==> config.mk <==
export PLATFORM = sky130hd
export DESIGN_NAME = multi_level_clock_gen_flat
export DESIGN_NICKNAME = d
export VERILOG_FILES = /design/src/rtl/multi_level_clock_gen_if.sv /design/src/rtl/multi_level_clock_gen.sv /design/src/flat_wrapper.sv
export SDC_FILE = /design/constraint.sdc
export NUM_CORES = 1
export LEC_CHECK = 0
export ABC_AREA = 1
export CAP_MARGIN = 20
export CORE_MARGIN = 2
export CORE_UTILIZATION = 42
export DETAILED_ROUTE_END_ITERATION = 8
export MAX_ROUTING_LAYER = met4
export SYNTH_ARGS = -nofsm -noshare
export SYNTH_HDL_FRONTEND = slang
export SYNTH_SLANG_ARGS = --single-unit
==> constraint.sdc <==
create_clock -name CLK -period 4.25 [get_ports CLK]
set_clock_uncertainty 0.1 [all_clocks]
set_input_delay 0.6375 -clock CLK [delete_from_list [all_inputs] [get_ports CLK]]
set_output_delay 0.6375 -clock CLK [all_outputs]
set_load 0.005 [all_outputs]
==> src/rtl/multi_level_clock_gen_if.sv <==
// Control and strobe bundle for the multi-channel low/high clock generator.
// The level field for channel i is level[i*LEVEL_W +: LEVEL_W].
interface multi_level_clock_gen_if #(
  parameter int N_CH    = 2,
  parameter int LEVEL_W = 3
);
  logic [N_CH-1:0]         en;
  logic [N_CH-1:0]         mode;
  logic [N_CH-1:0]         trig;
  logic [N_CH*LEVEL_W-1:0] level;
  logic [N_CH-1:0]         CLKOUT;
  logic [N_CH-1:0]         rise;
  logic [N_CH-1:0]         done;

  modport master (
    output en, mode, trig, level,
    input  CLKOUT, rise, done
  );

  modport slave (
    input  en, mode, trig, level,
    output CLKOUT, rise, done
  );
endinterface

==> src/rtl/multi_level_clock_gen.sv <==
// N independent channels, each producing a fixed low phase followed by a
// level-scaled high phase, in continuous or single-shot mode.
//
// state   | meaning
// IDLE    | CLKOUT=0, waiting for en (continuous) or en+trig (single-shot)
// LOW     | CLKOUT=0, counting LOW_CYCLES; en=0 aborts to IDLE
// HIGH    | CLKOUT=1, counting (lvl_q+1)*HIGH_STEP; always runs to completion
module multi_level_clock_gen #(
  parameter int N_CH       = 2,
  parameter int LEVEL_W    = 3,
  parameter int LOW_CYCLES = 30,
  parameter int HIGH_STEP  = 11
) (
  input logic                      CLK,
  input logic                      RST,
  multi_level_clock_gen_if.slave   bus
);

  localparam int HIGH_MAX = (2 ** LEVEL_W) * HIGH_STEP;
  localparam int CNT_MAX  = (LOW_CYCLES > HIGH_MAX) ? LOW_CYCLES : HIGH_MAX;
  localparam int CNT_W    = $clog2(CNT_MAX + 1);

  localparam logic [CNT_W-1:0] LOW_LAST  = CNT_W'(LOW_CYCLES - 1);
  localparam logic [CNT_W-1:0] STEP      = CNT_W'(HIGH_STEP);
  localparam logic [CNT_W-1:0] CNT_ONE   = CNT_W'(1);

  localparam logic [1:0] ST_IDLE = 2'd0;
  localparam logic [1:0] ST_LOW  = 2'd1;
  localparam logic [1:0] ST_HIGH = 2'd2;

  for (genvar i = 0; i < N_CH; i++) begin : g_ch
    logic [1:0]         state;
    logic [CNT_W-1:0]   cnt;
    logic [LEVEL_W-1:0] lvl_q;
    logic               clk_q;
    logic               rise_q;
    logic               done_q;
    logic [CNT_W-1:0]   high_last;

    // CNT_W always holds 2**LEVEL_W*HIGH_STEP, so this product cannot wrap.
    assign high_last = (CNT_W'(lvl_q) + CNT_ONE) * STEP - CNT_ONE;

    always_ff @(posedge CLK) begin
      if (RST) begin
        state  <= ST_IDLE;
        cnt    <= '0;
        lvl_q  <= '0;
        clk_q  <= 1'b0;
        rise_q <= 1'b0;
        done_q <= 1'b0;
      end else begin
        rise_q <= 1'b0;
        done_q <= 1'b0;
        case (state)
          ST_IDLE: begin
            if (bus.en[i] && (!bus.mode[i] || bus.trig[i])) begin
              state <= ST_LOW;
              cnt   <= '0;
            end
          end
          ST_LOW: begin
            if (!bus.en[i]) begin
              state <= ST_IDLE;
              cnt   <= '0;
            end else if (cnt == LOW_LAST) begin
              state  <= ST_HIGH;
              cnt    <= '0;
              lvl_q  <= bus.level[i*LEVEL_W +: LEVEL_W];
              clk_q  <= 1'b1;
              rise_q <= 1'b1;
            end else begin
              cnt <= cnt + CNT_ONE;
            end
          end
          ST_HIGH: begin
            if (cnt == high_last) begin
              clk_q <= 1'b0;
              cnt   <= '0;
              if (bus.mode[i]) begin
                state  <= ST_IDLE;
                done_q <= 1'b1;
              end else if (bus.en[i]) begin
                state <= ST_LOW;
              end else begin
                state <= ST_IDLE;
              end
            end else begin
              cnt <= cnt + CNT_ONE;
            end
          end
          default: begin
            state <= ST_IDLE;
            cnt   <= '0;
            clk_q <= 1'b0;
          end
        endcase
      end
    end

    assign bus.CLKOUT[i] = clk_q;
    assign bus.rise[i]   = rise_q;
    assign bus.done[i]   = done_q;
  end

endmodule

==> src/flat_wrapper.sv <==
// flat-port wrapper written by rule: the top's interface ports become plain ports
module multi_level_clock_gen_flat 
#(
  parameter int N_CH       = 2,
  parameter int LEVEL_W    = 3,
  parameter int LOW_CYCLES = 30,
  parameter int HIGH_STEP  = 11
)
  (CLK, RST, bus_en, bus_mode, bus_trig, bus_level, bus_CLKOUT, bus_rise, bus_done);
  multi_level_clock_gen_if #(.N_CH(N_CH), .LEVEL_W(LEVEL_W)) bus_i ();
  input logic CLK;
  input logic RST;
  input wire logic [$bits(bus_i.en)-1:0] bus_en;
  input wire logic [$bits(bus_i.mode)-1:0] bus_mode;
  input wire logic [$bits(bus_i.trig)-1:0] bus_trig;
  input wire logic [$bits(bus_i.level)-1:0] bus_level;
  output wire logic [$bits(bus_i.CLKOUT)-1:0] bus_CLKOUT;
  output wire logic [$bits(bus_i.rise)-1:0] bus_rise;
  output wire logic [$bits(bus_i.done)-1:0] bus_done;
  assign bus_i.en = bus_en;
  assign bus_i.mode = bus_mode;
  assign bus_i.trig = bus_trig;
  assign bus_i.level = bus_level;
  assign bus_CLKOUT = bus_i.CLKOUT;
  assign bus_rise = bus_i.rise;
  assign bus_done = bus_i.done;
  multi_level_clock_gen #(.N_CH(N_CH), .LEVEL_W(LEVEL_W), .LOW_CYCLES(LOW_CYCLES), .HIGH_STEP(HIGH_STEP)) u_core (.CLK(CLK), .RST(RST), .bus(bus_i));
endmodule
# Yosys cells after proc, flatten, opt, wreduce, memory -nomap -nowiden
# Index checks and enable logic that the tools add are counted.
# word_totals
regBits,30
in_bits,14
output_inout_bits,6
elab_cells,102
# classes
addsub,6
n_mul,2
eq_ne,18
n_mux,36
n_bitwise,10
reduce_logical,18
# op_table
operator,n
$mux 7,8
$pmux 7 s3,2
$mux 2,10
$add 7x1->7 const B,2
$eq 7x5->1 const B,2
$eq 7x7->1,2
$mul 7x4->7 const B,2
$sub 7x1->7 const B,2
$mux 1,12
$ne 2x1->1 const B,6
$pmux 2 s3,2
$reduce_and 3->1,4
$reduce_or 3->1,4
$not 1->1,10
$add 3x1->4 const B,2
$reduce_and 4->1,2
$ne 3x2->1 const B,2
$pmux 1 s3,2
$eq 2x1->1 const B,2
$eq 2x2->1 const B,2
$logic_not 2->1,2
$ne 2x2->1 const B,2
$logic_and 1x1->1,2
$logic_not 1->1,2
$logic_or 1x1->1,2

# Logic depth before layout (Yosys ltp)
# logic_depth
word_depth,6
depth_mapped,24
ltp_nobuf,24

# Worst setup path before layout
# No wires, ideal clock.
# synth_path
kind,register to register
startpoint,register u_core.g_ch[0].lvl_q[0]
endpoint,register u_core.g_ch[0].clk_q
setup_time_ns,0.112
arrival_time_ns,3.062
required_time_ns,4.038
slack_ns,0.976
path_stages_with_launch,24
n_path_buf,0
synth_period_minus_slack_ns,3.274
cell_sequence,dfxtp_1 > ha_1 > inv_1 > nand2_1 > nand2_1 > ha_1 > inv_1 > fa_1 > inv_1 > ha_1 > nand2_1 > nand2_1 > inv_1 > nand2_1 > nand2_1 > nand2_1 > nand2_1 > nand2_1 > nor2_1 > nand3_2 > a21oi_1 > nand2_1 > nand2_1 > nand2_1
# synth_between
elab_chain_cells,6
# synth_rtl
element,line_no,rtl
from (decl),multi_level_clock_gen.sv:34,logic [LEVEL_W-1:0] lvl_q;
from (signal assigned),multi_level_clock_gen.sv:68,lvl_q <= bus.level[i*LEVEL_W +: LEVEL_W];
$add 3x1->4,multi_level_clock_gen.sv:41,assign high_last = (CNT_W'(lvl_q) + CNT_ONE) * STEP - CNT_ONE;
$mul 7x4->7,multi_level_clock_gen.sv:41,
$sub 7x1->7,multi_level_clock_gen.sv:41,
$eq 7x7->1,multi_level_clock_gen.sv:76,if (cnt == high_last) begin
$ne 2x1->1 (no source line),--,
$reduce_and 4->1 (no source line),--,
to (signal assigned),multi_level_clock_gen.sv:48,clk_q <= 1'b0;
to (signal assigned),multi_level_clock_gen.sv:77,clk_q <= 1'b0;
to (signal assigned),multi_level_clock_gen.sv:94,clk_q <= 1'b0;
to (decl),multi_level_clock_gen.sv:35,logic clk_q;
# Every way passes these cells.
# A chain may end at the register's enable or synchronous reset.

# Worst setup path in the final report
# layout_path
startpoint,register u_core.g_ch[1].lvl_q[0]
endpoint,register u_core.g_ch[1].cnt[2]
# layout_between
elab_chain_cells,6
# layout_rtl
element,line_no,rtl
from (decl),multi_level_clock_gen.sv:34,
from (signal assigned),multi_level_clock_gen.sv:68,
$add 3x1->4,multi_level_clock_gen.sv:41,
$mul 7x4->7,multi_level_clock_gen.sv:41,
$sub 7x1->7,multi_level_clock_gen.sv:41,
$eq 7x7->1,multi_level_clock_gen.sv:76,
$mux 7,multi_level_clock_gen.sv:76,
$pmux 7 s3,multi_level_clock_gen.sv:54,case (state)
to (signal assigned),multi_level_clock_gen.sv:72,cnt <= cnt + CNT_ONE;
to (signal assigned),multi_level_clock_gen.sv:88,cnt <= cnt + CNT_ONE;
to (decl),multi_level_clock_gen.sv:33,logic [CNT_W-1:0] cnt;
# Every way passes these cells.

==> summary.md <==
| Metric | Value |
|---|---|
| Status | `completed` |
| Critical path cell sequence | `inv_1 > ha_1 > xnor2_1 > xor2_1 > inv_1 > ha_1 > ha_1 > a21oi_1 > nand2_1 > nand2_1 > nand2_1 > nand2_1 > nand2_1 > nor2_1 > nand3_2 > nand2_4 > nand2_4 > nand2_1 > a21oi_1` |
| Syn_area_per_cell | `about 6.7 µm²` |
| Top-count cell post-synth | `nand2_1` |
| TritonCTS clock tree | `built` |
| Metal-1 WL | `between 3000 and 4000 µm` |
| Crit-path max FO | `9` |
| Metal2 WL | `between 2000 and 3000 µm` |
| Hold Violations, Final | `0` |
| Largest net degree at the start of global routing | `19` |
| Sequential share of the synthesized area | `a little over a fifth` |
| Die width | `a little under 90 µm` |
| # setup viols final | `0` |
| DR iter-0 viols | `between 80 and 90` |
| Clock Pin Slew Worst Setup and Hold Paths | `around 70 ps` |
| Post-synth top flop | `dfxtp_1` |
| Worst EP arrival | `between 3000 and 4000 ps` |
| Pwr dens | `327 nW/µm²` |
| Critical path data required time | `approximately 4300 ps` |
| I/O pin total | `20` |
| Filler Cell Count | `slightly above 700` |
| Clk_lat worst skew | `between 200 and 300 ps` |
| Final worst-path setup slack | `504 ps` |
| Final Cycle Share | `88.1%` |
| Final Wtd Congestion | `0.826` |
| Final non-filler cell total | `about 520` |
| Synth cell count leaders | `nand2_1, inv_1, nand3_1, ha_1` |
| Die height | `86.7 µm` |
| Pins Over Slew Limit | `0` |
| Most frequent cell on the critical path | `nand2_1` |
| Congestion Overflow GR | `0` |
| Critical path buffer and inverter count | `2` |
| Row count | `30` |
| TritonRoute pass-1 iters | `4` |
| CP endpoint kind | `flop` |
| Post-route ant nets | `0` |
| DR WL met3 | `129 µm` |
| NumNets Final | `493` |
| H-tree levels | `2` |
| Cells after synthesis | `428` |
| Hold Path Class | `reg -> reg` |
| Async S/R FF share, synth | `0%` |
| Setup TNS | `0 ps` |
| Vias in the first global route | `between 2000 and 2500` |
| Overall Global Routing Usage | `~18%` |
| Yosys cell types | `32` |
| CTS Root Cell | `clkbuf_8` |
| CTS buffer count | `5` |
| Seq cells post-synth | `30` |
| HPWL Detailed | `just under 5000 µm` |
| Crit-path max cell delay | `roughly 620 ps` |
| Post-CTS Resized | `0` |
| Worst slew margin | `31.7%` |
| I/O Buffers | `19` |
| Peak supply drop | `approximately 0.18 mV` |
| Critical path class | `reg -> reg` |
| Vias per inst | `between 4 and 5` |
| Hold WS | `around 380 ps` |
| Fmax | `roughly 270 MHz` |
| Setup repair after global routing missed its margin | `false` |
| Post-synthesis cell area | `2870 µm²` |
| Area share of the largest cell type after synthesis | `a little over a fifth` |
| Crit start category | `flop` |
| Post-synth EDFFs | `0` |
| Die ar. | `7510 µm²` |
| Via Count | `between 2000 and 3000` |
| Placed Instances | `between 500 and 600` |
| Worst path slowest cell | `dfxtp_1` |
| Max-Cap Viols | `0` |
| Max Root-Sink Buffers | `2` |
| Global-route wire length before repair | `between 10000 and 15000 µm` |
| Share of cells above drive strength 1 | `5.66%` |
| Leakage | `about 1.5 nW` |
| WL/cell | `roughly 12 µm` |
| Initial Utilization | `between 40% and 50%` |
| Area leader, netlist | `dfxtp_1` |
| Drt drc | `0` |
| Syn_nets | `480` |
| CP delay by family, top | `adder cells` |
| Slew @ Worst Pin | `between 1000 and 1500 ps` |
| CTS Hold Bufs | `0` |
| Ant. Diodes | `0` |
| Final wirelength | `between 6000 and 7000 µm` |
| YS warnings | `0` |
| Area growth syn-to-layout | `12.3%` |
| DR top layer | `met4` |
| Top area cells in the synthesized netlist | `dfxtp_1, ha_1, nand2_1, inv_1, nand3_1` |
| Post-CTS Setup Inserts | `0` |
| Initial antenna violation count | `0` |
| Period minus WS final | `about 3700 ps` |
| Place WS | `approximately 500 ps` |
| Clock sinks | `30` |
| Core box area | `~6700 µm²` |
[cell families (layout without fill, tap and decap cells)]
group | Yosys count | count (layout) | share of synthesized area, %
flip-flops | 30 | 30 | 20.9
AO/OA/AOI/OAI | 50 | 50 | 9.02
XOR/XNOR | 24 | 24 | 7.80
buffers and inverters | 91 | 105 | 12.9
AND/OR/NAND/NOR | 195 | 195 | 31.7
adder cells (fa/ha/maj) | 38 | 38 | 17.6
[layout make-up]
type | count | area [µm²] | area share [%]
timing repair buffer | 19 | 190 | 5.90
tap | 80 | 100 | 3.10
inverter | 78 | 293 | 9.08
clock buffer | 6 | 82.6 | 2.56
multi-input combinational | 307 | 1900 | 58.9
clock inverter | 2 | 60.1 | 1.86
sequential | 30 | 601 | 18.6
[placed cells by master, fill, tap and decap left out]
master,synthesis,final
clkdlybuf4s50_1,0,19
nor2_4,1,1
a21oi_2,1,1
nor2_1,32,32
nor3_4,1,1
nand3_2,3,3
nand2_1,99,99
or2_2,1,1
o21ai_1,1,1
inv_2,1,1
nand2_2,3,3
nand4_1,4,4
ha_1,34,34
xor2_1,12,12
nand3b_1,2,2
clkbuf_8,0,6
inv_1,77,77
bufinv_16,0,2
nor4_1,1,1
xnor2_1,11,11
nand3_4,2,2
nor3_1,7,7
fa_1,4,4
nand2_4,4,4
o21ai_0,14,14
dfxtp_1,30,30
o211ai_1,2,2
a21oi_1,32,32
nand3_1,35,35
xnor3_1,1,1
[tightest hold or removal path, stage by stage, from the launching register on]
cell and delay, ps:
dfxtp_1 320, nand3_1 80, nand2_1 40
[per-stage QoR]
| step | area [µm²] | util, % | total power, mW |
|---|---|---|---|
| after floorplan | 2870 | - | 0.604 |
| after global placement | 3080 | 45.9 | 0.685 |
| after detailed placement | 3080 | 45.9 | 0.688 |
| after CTS | 3230 | 48.0 | 1.06 |
| after global routing | 3230 | 48.0 | 1.13 |
| final | 3230 | 48.0 | 1.05 |
[layer usage]
layer / GRT usage, % / up-vias
met1: 24.4 / 1125
met5: - / -
met3: 3.24 / 7
li1: - / 1366
met4: 5.68 / 0
met2: 27.7 / 22
[power by group]
part           internal (mW)  switching [mW]
registers              0.303          0.0277
clock network          0.250           0.121
logic                  0.122           0.230
total                  0.675           0.379
[worst paths after layout]
check | startpoint | to | slack, ps | cells past startpoint
max | u_core.g_ch[1].lvl_q[0]$_SDFFE_PP0P_ | u_core.g_ch[1].cnt[2]$_SDFFE_PP0N_ | 500 | 19
min | u_core.g_ch[1].clk_q$_SDFFE_PP0P_ | u_core.g_ch[1].clk_q$_SDFFE_PP0P_ | 380 | 2
max reg2reg | u_core.g_ch[1].lvl_q[0]$_SDFFE_PP0P_ | u_core.g_ch[1].cnt[2]$_SDFFE_PP0N_ | 500 | 19
min reg2reg | u_core.g_ch[1].clk_q$_SDFFE_PP0P_ | u_core.g_ch[1].clk_q$_SDFFE_PP0P_ | 380 | 2
[flip-flops by register name, summed over array words and instances (netlist names)]
| signal | count |
|---|---|
| u_core.g_ch.clk_q | 2 |
| u_core.g_ch.cnt | 14 |
| u_core.g_ch.rise_q | 2 |
| u_core.g_ch.done_q | 2 |
| u_core.g_ch.state | 4 |
| u_core.g_ch.lvl_q | 6 |
(Power assumes the default switching activity.)
